## config.mk

```make
export PLATFORM = sky130hd
export DESIGN_NAME = cp0_reg_flat
export DESIGN_NICKNAME = d
export VERILOG_FILES = /design/src/rtl/cp0_reg_if.sv /design/src/rtl/cp0_reg.sv /design/src/flat_wrapper.sv
export SDC_FILE = /design/constraint.sdc
export NUM_CORES = 1
export LEC_CHECK = 0
export CAP_MARGIN = 30
export CORE_UTILIZATION = 30
export CTS_CLUSTER_SIZE = 28
export DETAILED_ROUTE_END_ITERATION = 8
export HOLD_SLACK_MARGIN = 0.03
export SYNTH_ARGS = -nofsm -noshare
export SYNTH_HDL_FRONTEND = slang
export SYNTH_SLANG_ARGS = --single-unit
```

## constraint.sdc

```tcl
create_clock -name clk -period 4.3 [get_ports clk]
set_clock_uncertainty 0.1 [all_clocks]
set_input_delay 0.645 -clock clk [delete_from_list [all_inputs] [get_ports clk]]
set_output_delay 0.645 -clock clk [all_outputs]
set_load 0.01 [all_outputs]
```

## src/rtl/cp0_reg_if.sv

```systemverilog
`default_nettype none
// ============================================================================
// Module      : cp0_reg_if
// Description : CP0 access bus between the pipeline and the CP0 register
//               file. It carries the write-back write triple, the execute
//               stage read address, and the combinational read data.
//   we_i    : write enable from the WB stage
//   waddr_i : register number of the write (5 bits)
//   data_i  : write data (32 bits)
//   raddr_i : register number of the mfc0 read (5 bits)
//   data_o  : read data returned by CP0 (32 bits)
//   master  : pipeline side (drives the write triple and raddr_i)
//   slave   : CP0 side (returns data_o)
// Revision    : 1.0 - initial release
// ============================================================================
interface cp0_reg_if;
  logic        we_i;
  logic [4:0]  waddr_i;
  logic [31:0] data_i;
  logic [4:0]  raddr_i;
  logic [31:0] data_o;

  modport master (
    output we_i,
    output waddr_i,
    output data_i,
    output raddr_i,
    input  data_o
  );

  modport slave (
    input  we_i,
    input  waddr_i,
    input  data_i,
    input  raddr_i,
    output data_o
  );
endinterface
`default_nettype wire

```

## src/rtl/cp0_reg.sv

```systemverilog
`default_nettype none
// ============================================================================
// Module      : cp0_reg
// Description : Coprocessor-0 register file for the 5-stage MIPS32 core.
//               It holds Count, Compare, Status, Cause and EPC, and exposes
//               PRId and Config as constants. Count runs freely, and a match
//               with a non-zero Compare raises a sticky timer interrupt.
//               Cause.IP[7:2] samples the external interrupt lines. mfc0
//               reads are combinational and forward a same-cycle WB write.
// Ports       : clk, rst       - clock, synchronous active-high reset
//               bus (slave)    - write triple, read address, read data
//               int_i[5:0]     - external interrupt lines (level)
//               count_o, compare_o, status_o, cause_o, epc_o,
//               config_o, prid_o - architectural register contents
//               timer_int_o    - registered timer interrupt request
// Revision    : 1.0 - initial release
// ============================================================================
module cp0_reg #(
  parameter logic [31:0] PRID_VALUE   = 32'h004c0102,
  parameter logic [31:0] CONFIG_VALUE = 32'h00008000,
  parameter logic [31:0] STATUS_RESET = 32'h10000000
) (
  input  wire logic        clk,
  input  wire logic        rst,
  cp0_reg_if.slave         bus,
  input  wire logic [5:0]  int_i,
  output logic      [31:0] count_o,
  output logic      [31:0] compare_o,
  output logic      [31:0] status_o,
  output logic      [31:0] cause_o,
  output logic      [31:0] epc_o,
  output logic      [31:0] config_o,
  output logic      [31:0] prid_o,
  output logic             timer_int_o
);

  localparam logic [4:0]  c_addr_count   = 5'd9;
  localparam logic [4:0]  c_addr_compare = 5'd11;
  localparam logic [4:0]  c_addr_status  = 5'd12;
  localparam logic [4:0]  c_addr_cause   = 5'd13;
  localparam logic [4:0]  c_addr_epc     = 5'd14;
  localparam logic [4:0]  c_addr_prid    = 5'd15;
  localparam logic [4:0]  c_addr_config  = 5'd16;

  // Software-writable Cause bits: IV[23], WP[22], IP[1:0] (bits 9:8).
  localparam logic [31:0] c_cause_wr_mask = 32'h00C00300;

  logic [31:0] r_count;
  logic [31:0] r_compare;
  logic [31:0] r_status;
  logic [31:0] r_cause;
  logic [31:0] r_epc;
  logic        r_timer_int;

  logic        w_wr_count;
  logic        w_wr_compare;
  logic        w_wr_status;
  logic        w_wr_cause;
  logic        w_wr_epc;
  logic        w_fwd;
  logic [31:0] w_cause_merged;
  logic [31:0] w_cause_next;
  logic        w_timer_match;
  logic [31:0] w_rdata;

  assign w_wr_count   = bus.we_i && (bus.waddr_i == c_addr_count);
  assign w_wr_compare = bus.we_i && (bus.waddr_i == c_addr_compare);
  assign w_wr_status  = bus.we_i && (bus.waddr_i == c_addr_status);
  assign w_wr_cause   = bus.we_i && (bus.waddr_i == c_addr_cause);
  assign w_wr_epc     = bus.we_i && (bus.waddr_i == c_addr_epc);

  // Cause as it would look after this cycle's software write, with the
  // hardware IP bits still showing the old sampled value. The read-forward
  // path uses this merged value.
  assign w_cause_merged = (r_cause & ~c_cause_wr_mask) | (bus.data_i & c_cause_wr_mask);

  // Hardware IP bits always follow int_i, whether or not software writes Cause.
  always_comb begin
    w_cause_next        = w_wr_cause ? w_cause_merged : r_cause;
    w_cause_next[15:10] = int_i;
  end

  // A Compare of zero is treated as disarmed.
  assign w_timer_match = (r_compare != 32'd0) && (r_count == r_compare);

  always_ff @(posedge clk) begin
    if (rst) begin
      r_count     <= 32'd0;
      r_compare   <= 32'd0;
      r_status    <= STATUS_RESET;
      r_cause     <= 32'd0;
      r_epc       <= 32'd0;
      r_timer_int <= 1'b0;
    end else begin
      r_count <= w_wr_count ? bus.data_i : r_count + 32'd1;

      // A Compare write acknowledges the interrupt and also wins over a
      // match in the same cycle.
      if (w_wr_compare) begin
        r_compare   <= bus.data_i;
        r_timer_int <= 1'b0;
      end else if (w_timer_match) begin
        r_timer_int <= 1'b1;
      end

      if (w_wr_status) begin
        r_status <= bus.data_i;
      end
      if (w_wr_epc) begin
        r_epc <= bus.data_i;
      end
      r_cause <= w_cause_next;
    end
  end

  // A write in WB to the register that EX is reading is returned directly,
  // so mfc0 needs no stall. PRId and Config are constants, so they never
  // forward.
  assign w_fwd = bus.we_i && (bus.waddr_i == bus.raddr_i);

  always_comb begin
    w_rdata = 32'd0;
    if (!rst) begin
      case (bus.raddr_i)
        c_addr_count:   w_rdata = w_fwd ? bus.data_i : r_count;
        c_addr_compare: w_rdata = w_fwd ? bus.data_i : r_compare;
        c_addr_status:  w_rdata = w_fwd ? bus.data_i : r_status;
        c_addr_cause:   w_rdata = w_fwd ? w_cause_merged : r_cause;
        c_addr_epc:     w_rdata = w_fwd ? bus.data_i : r_epc;
        c_addr_prid:    w_rdata = PRID_VALUE;
        c_addr_config:  w_rdata = CONFIG_VALUE;
        default:        w_rdata = 32'd0;
      endcase
    end
  end

  assign bus.data_o  = w_rdata;
  assign count_o     = r_count;
  assign compare_o   = r_compare;
  assign status_o    = r_status;
  assign cause_o     = r_cause;
  assign epc_o       = r_epc;
  assign config_o    = CONFIG_VALUE;
  assign prid_o      = PRID_VALUE;
  assign timer_int_o = r_timer_int;

endmodule
`default_nettype wire

```

## src/flat_wrapper.sv

```systemverilog
// flat-port wrapper written by rule: the top's interface ports become plain ports
module cp0_reg_flat 
#(
  parameter logic [31:0] PRID_VALUE   = 32'h004c0102,
  parameter logic [31:0] CONFIG_VALUE = 32'h00008000,
  parameter logic [31:0] STATUS_RESET = 32'h10000000
)
  (clk, rst, int_i, count_o, compare_o, status_o, cause_o, epc_o, config_o, prid_o, timer_int_o, bus_we_i, bus_waddr_i, bus_data_i, bus_raddr_i, bus_data_o);
  cp0_reg_if bus_i ();
  input  wire logic clk;
  input  wire logic rst;
  input  wire logic [5:0] int_i;
  output logic      [31:0] count_o;
  output logic      [31:0] compare_o;
  output logic      [31:0] status_o;
  output logic      [31:0] cause_o;
  output logic      [31:0] epc_o;
  output logic      [31:0] config_o;
  output logic      [31:0] prid_o;
  output logic timer_int_o;
  input wire logic [$bits(bus_i.we_i)-1:0] bus_we_i;
  input wire logic [$bits(bus_i.waddr_i)-1:0] bus_waddr_i;
  input wire logic [$bits(bus_i.data_i)-1:0] bus_data_i;
  input wire logic [$bits(bus_i.raddr_i)-1:0] bus_raddr_i;
  output wire logic [$bits(bus_i.data_o)-1:0] bus_data_o;
  assign bus_i.we_i = bus_we_i;
  assign bus_i.waddr_i = bus_waddr_i;
  assign bus_i.data_i = bus_data_i;
  assign bus_i.raddr_i = bus_raddr_i;
  assign bus_data_o = bus_i.data_o;
  cp0_reg #(.PRID_VALUE(PRID_VALUE), .CONFIG_VALUE(CONFIG_VALUE), .STATUS_RESET(STATUS_RESET)) u_core (.clk(clk), .rst(rst), .bus(bus_i), .int_i(int_i), .count_o(count_o), .compare_o(compare_o), .status_o(status_o), .cause_o(cause_o), .epc_o(epc_o), .config_o(config_o), .prid_o(prid_o), .timer_int_o(timer_int_o));
endmodule
```

==> results of run 1 <==
## Yosys cell counts, types with 20 or more instances
cell type and number:
xnor2_1 40, nand3_1 41, nor2_1 50, buf_4 87, a22oi_1 28, a211oi_1 27, a21oi_1 137, xor2_1 27
nand4_1 20, dfxtp_1 139, a221oi_1 26, nand2_1 236, clkbuf_1 62
## logic make-up (layout without fill, tap and decap cells)
logic type / Yosys count / after routing / share of synthesized area [%]
multiplexers: 13 / 13 / 1.62
XOR/XNOR: 67 / 67 / 7.30
adder cells (fa/ha/maj): 1 / 1 / 0.156
buffers and inverters: 176 / 279 / 12.7
AO/OA/AOI/OAI: 252 / 252 / 20.2
flip-flops: 139 / 139 / 34.6
other: 2 / 86 / 0.0934
AND/OR/NAND/NOR: 406 / 406 / 23.4
## flip-flops by register name (all words and copies together), names as in the netlist
| name | cells |
|---|---|
| u_core.compare_o | 32 |
| u_core.count_o | 32 |
| u_core.epc_o | 32 |
| u_core.status_o | 32 |
| u_core.cause_o | 10 |
| u_core.timer_int_o | 1 |
## final cells by class
class                      count  area share (%)
tap                          335            3.86
clock buffer                  18            3.95
clock inverter                14            1.35
timing repair buffer         245            22.9
sequential                   139            25.6
multi-input combinational    825            42.2
inverter                       2          0.0691
## per-stage QoR
stage          worst slack (ns)  util, %  total power [mW]
5_1_grt                  0.0167     41.4              3.24
3_5_place_dp              0.149     39.2              1.70
6_report                  0.197     41.4              3.14
3_3_place_gp              0.152     39.2              1.69
4_1_cts                   0.125     41.4              3.15
2_1_floorplan              1.40        -              1.58
## path summary, 6_finish.rpt
check	slack (ns)	cells after the start	from	endpoint
worst min register to register	0.37	2	u_core.status_o[10]$_SDFFE_PP0P_	u_core.status_o[10]$_SDFFE_PP0P_
worst max register to register	1.91	5	u_core.count_o[4]$_SDFF_PP0_	u_core.count_o[15]$_SDFF_PP0_
worst min-delay path	0.37	2	u_core.status_o[10]$_SDFFE_PP0P_	u_core.status_o[10]$_SDFFE_PP0P_
worst max-delay path	0.20	7	bus_raddr_i[2]	bus_data_o[9]
## layer usage
layer / track usage (%) / part of all wire, %
met5: 0 / 0
met3: 5.41 / 8.2
met1: 29.6 / 44
met4: 6.18 / 1.4
met2: 36.0 / 46
## critical path: stages
cell	delay, ns
clkdlybuf4s50_1	0.59
or4b_1	0.60
o22ai_1	0.20
nand2b_2	0.10
buf_4	0.26
nor3_1	0.35
clkdlybuf4s50_1	0.60
## where the power goes
part	internal, mW	leakage (nW)	switching (mW)	total [mW]
combinational	0.136	2.19	0.204	0.340
sequential	1.30	1.12	0.0244	1.33
clock	0.855	0.276	0.613	1.47
## timing repair
| item | 4_1_cts | 5_1_grt |
|---|---|---|
| gates resized for setup | 0 | 1 |
| hold endpoints to repair | 0 | 0 |
| endpoints found under the setup margin | 0 | 1 |
==> reports/qor.yml, run 1 <==
floorplan:
  dieHeight_um: 166
  start_util_pct: 30.7
  pin_count: 308
  dieArea_um2: 27500
  die_x_um: 166
  core_um2: 26200
  rows: 59
clocking:
  tritoncts: "built"
  insertion_delay_ns: 0.42
  cts_hold_buf: 0
  cts_root_buf: "clkbuf_16"
  cts_sinks: 139
  h-tree-depth: 4
  clkSlewWorstSetupHoldPaths_ns: 0.06
  cts_setup_buffers: 0
  cts_buffers: 17
  clock_path_buffers: 2
critical_path:
  cp.required_ns: 3.56
  cp.arrival_ns: 3.36
  cp-end-kind: "primary output"
  cp_max_fo: 24
  path_class: "primary input to primary output"
  setup.worst_path.start_class: "primary input"
outcome:
  status: "finished with violations"
  violations: "DRC"
final_layout:
  drive_gt1_share_pct: 6.60
  antenna_cells: 0
  fillCellCount: 2637
  most-common-layout-cells: "nand2_1 (236), clkdlybuf4s50_1 (219), dfxtp_1 (139)"
  final_area_um2: 10900
  multi_input_area_um2: 4590
  final_cells: 1578
  regArea_um2: 2780
  mostFrequentLayoutCell: "nand2_1"
  nets: 1282
  area_growth_pct: 35.0
synth:
  synth_area_um2: 8040
  ys_ff_latch: 139
  yosysWarnings: 0
  synth_cell_types: 54
  async_flop_share_pct: 0
  synth_cells: 1056
  syn_avg_cell_area_um2: 7.62
  synth_top_flop_cell: "dfxtp_1"
  synth_seq_area_share_pct: 34.6
  synthTopCellsByArea: "dfxtp_1 (35%), nand2_1 (11%), a21oi_1 (8.5%), buf_4 (8.1%), xnor2_1 (4.4%)"
  synth.top_cell.area_share_pct: 34.6
  yosysTopAreaCell: "dfxtp_1"
  synth_edf_count: 0
place:
  place_area_um2: 10300
  place_hpwl_um: 21200
  numPortBuffers: 221
  gp_congestion: 0.808
  dp_cells: 1546
timing:
  min_period_ns: 4.10
  hold_viol: 0
  whs_ns: 0.374
  slew_violations: 0
  timing.final.crit_share_pct: 95.4
  setup_tns_ns: 0
  worstMarginPinSlew_ns: 0.928
  setup_viol: 0
  rsz0062_at_grt: "false"
  relSlewSlack_pct: 38.1
  timing.fmax_mhz: 244
drt:
  drc: 23
  drt-initial-drc-count: 743
  firstDrtPassIters: 9
  avgViaCountPerCell: 5.15
  drtAntennaViolNets: 0
  wl_um: 30800
  vias: 8132
  wire_per_inst_um: 19.5
global_route:
  grt_pass1_wl_um: 47500
  grt_max_degree: 73
  antenna_found_initial: 1
  grt_pass1_vias: 7707
  grt.total_usage_pct: 22.3
  grt_overflow: 0
power_and_ir_drop:
  p_leak_nw: 3.58
  power_per_cell_area_nw_per_um2: 289
  ir_drop_mv: 0.191
job:
  maxCapViolations: 0
min_path:
  min_path_type: "register to register"
No activity file was read; power rests on OpenSTA's default activity.
==> inputs of run 2 (changes only) <==
--- a/config.mk
+++ b/config.mk
@@ -6,10 +6,12 @@
 export NUM_CORES = 1
 export LEC_CHECK = 0
 export CAP_MARGIN = 30
-export CORE_UTILIZATION = 30
+export CORE_UTILIZATION = 48
 export CTS_CLUSTER_SIZE = 28
 export DETAILED_ROUTE_END_ITERATION = 8
 export HOLD_SLACK_MARGIN = 0.03
+export PLACE_DENSITY = 0.86
 export SYNTH_ARGS = -nofsm -noshare
 export SYNTH_HDL_FRONTEND = slang
 export SYNTH_SLANG_ARGS = --single-unit
+export TNS_END_PERCENT = 20
==> run 2 against run 1 <==
Against the previous run: the flow now finishes without violations; clock power grew 11%; total power rose by 5.0%; combinational power hardly changed; critical path depth is 1 higher; die area shrank 37%; cell count shrank 7.2%; cell area shrank 0.68%; sequential power hardly changed; utilization grew 25 points; non-clock buffer count increased by 5; largest power group unchanged.
==> reports/qor.yml, run 2 (synthesized netlist as in run 1, its figures left out) <==
clocking:
  insertion_delay_ns: 0.44  # +0.02 ns
  tritoncts: "built"
  cts_hold_buf: 0  # unchanged
  cts_buffers: 17  # unchanged
  clkSlewWorstSetupHoldPaths_ns: 0.06  # about the same
  cts_setup_buffers: 0  # unchanged
  cts_root_buf: "clkbuf_16"
  clock_path_buffers: 2  # unchanged
  cts_sinks: 139  # unchanged
  h-tree-depth: 4  # unchanged
outcome:
  status: "finished, final reports clean"
drt:
  drt-initial-drc-count: 1003  # +35%
  firstDrtPassIters: 5  # -4
  drc: 0  # -100%
  avgViaCountPerCell: 5.96  # +16%
  drtAntennaViolNets: 0  # unchanged
  wire_per_inst_um: 20.3  # +4.0%
  vias: 8721  # +7.2%
  wl_um: 29700  # -3.5%
final_layout:
  final_area_um2: 10800  # -0.68%
  mostFrequentLayoutCell: "nand2_1"
  nets: 1287  # +0.39%
  area_growth_pct: 34.1
  most-common-layout-cells: "nand2_1 (236), clkdlybuf4s50_1 (219), dfxtp_1 (139)"
  fillCellCount: 1316  # -50%
  drive_gt1_share_pct: 6.97  # +0.37 points
  antenna_cells: 0  # unchanged
critical_path:
  max_stage_delay_ns: 0.67  # +0.07 ns
  path_class: "primary input to primary output"
  cp.required_ns: 3.56  # about the same
  slowest_stage: "clkdlybuf4s50_1"
  cp.arrival_ns: 3.45  # +0.09 ns
  cp_top_family: "buffers and inverters"
  cp.buffers_inverters: 3  # unchanged
  cp-end-kind: "primary output"
  crit_top_cell: "clkdlybuf4s50_1"
  cp_max_fo: 24  # unchanged
  worstPathCellList: "clkdlybuf4s50_1, xor2_1, nor4_2, and3_1, buf_12, nand3_1, a31oi_1, clkdlybuf4s50_1"
  setup.worst_path.start_class: "primary input"
place:
  gp_congestion: 0.915  # +13%
  place_hpwl_um: 20300  # -4.1%
  place_area_um2: 10100  # -1.5%
  numPortBuffers: 221  # unchanged
timing:
  hold_viol: 0  # unchanged
  min_period_ns: 4.19  # +0.0906 ns
  setup_tns_ns: 0  # unchanged
  slew_violations: 0  # unchanged
  rsz0062_at_grt: "false"
  timing.final.crit_share_pct: 97.5  # +2.1 points
  worstMarginPinSlew_ns: 0.995  # +0.0668 ns
  relSlewSlack_pct: 33.7  # -4.5 points
  timing.fmax_mhz: 238  # -2.2%
  setup_viol: 0  # unchanged
floorplan:
  core_um2: 16100  # -39%
  start_util_pct: 49.9  # +19 points
  die_x_um: 131  # -21%
  pin_count: 308  # unchanged
  dieArea_um2: 17300  # -37%
  rows: 46  # -22%
  dieHeight_um: 131  # -21%
power_and_ir_drop:
  p_leak_nw: 3.63  # +1.3%
  power_per_cell_area_nw_per_um2: 306  # +5.7%
  ir_drop_mv: 0.281  # +47%
job:
  maxCapViolations: 0  # unchanged
min_path:
  min_path_type: "register to register"
global_route:
  grt.total_usage_pct: 33.8  # +12 points
  grt_pass1_vias: 8117  # +5.3%
  grt_pass1_wl_um: 45500  # -4.2%
  grt_max_degree: 88  # +21%
  antenna_found_initial: 0  # -1
  grt_overflow: 0  # unchanged
run 2: changes by cell type in the layout (fill, tap and decap cells not counted), moves of 2 or more:
cell,previous run,this run
buf_12,8,5
buf_4,17,25
bufinv_16,2,4
clkbuf_8,0,4
clkinv_2,4,2
inv_6,2,0
run 2: worst register-to-register path: stages (launching register included):
cell and delay (ns):
dfxtp_1 0.46, ha_1 0.25, nand2_1 0.16, nor4_4 0.75
nand3_1 0.24, xor2_1 0.21, a211oi_1 0.22
run 2: worst paths after layout:
check                                     from                             to  slack (ns)  cells past startpoint
setup / recovery                bus_waddr_i[0]                 bus_data_o[22]        0.11                      8
hold / removal    u_core.epc_o[2]$_SDFFE_PP0P_   u_core.epc_o[2]$_SDFFE_PP0P_        0.37                      2
setup reg to reg  u_core.count_o[0]$_SDFF_PP0_  u_core.count_o[28]$_SDFF_PP0_        1.81                      6
hold reg to reg   u_core.epc_o[2]$_SDFFE_PP0P_   u_core.epc_o[2]$_SDFFE_PP0P_        0.37                      2
run 2: what timing repair did:
| item | in CTS | in global routing |
|---|---|---|
| hold endpoints to repair | 0 | 0 |
| pin swaps | 0 | 0 |
| setup endpoints to repair | 1 | 1 |
| gates resized for setup | 1 | 1 |
run 2: metal layers:
layer  share of wire, %  routed length (um)  track usage [%]  vias to the layer above
met5                  0                   0                0                        -
met4                3.7                1100             16.3                        0
met3                 12                3650             9.30                      106
met2                 47               13900             55.2                      630
met1                 37               11100             40.9                     4124
li1                   -                   -                -                     3861
run 2: stage by stage:
stage               instances  hold slack (ns)  worst slack [ns]  util, %  total power, mW
floorplan                1140            0.392              1.40        -             1.58
global placement         1432            0.360             0.168     62.8             1.68
CTS                      1464            0.371            0.0848     66.9             3.28
finish                   1464            0.372             0.106     66.9             3.30
detailed placement       1432            0.362             0.117     62.8             1.68
global route             1464            0.384            0.0798     66.9             3.39
run 2: cell type report:
cell class	instances	area, um2	share of cell area, %
inverters	2	7.51	0.0696
clock buffers	22	484	4.49
repair buffers	250	2480	23.0
clock inverters	10	163	1.51
flip-flops and latches	139	2780	25.8
well taps	216	270	2.51
multi-input cells	825	4590	42.6
run 2: power by group:
group          total, mW  internal (mW)  switching [mW]
Clock               1.63           1.03           0.595
Combinational      0.339          0.134           0.205
Sequential          1.33           1.31          0.0245
Total               3.30           2.47           0.824
==> inputs of run 3 (changes only) <==
--- a/config.mk
+++ b/config.mk
@@ -11,6 +11,7 @@
 export DETAILED_ROUTE_END_ITERATION = 8
 export HOLD_SLACK_MARGIN = 0.03
 export PLACE_DENSITY = 0.86
+export SLEW_MARGIN = 20
 export SYNTH_ARGS = -nofsm -noshare
 export SYNTH_HDL_FRONTEND = slang
 export SYNTH_SLANG_ARGS = --single-unit
==> results of run 3 <==
Final layout, timing and power as in run 2 (identical DEF).
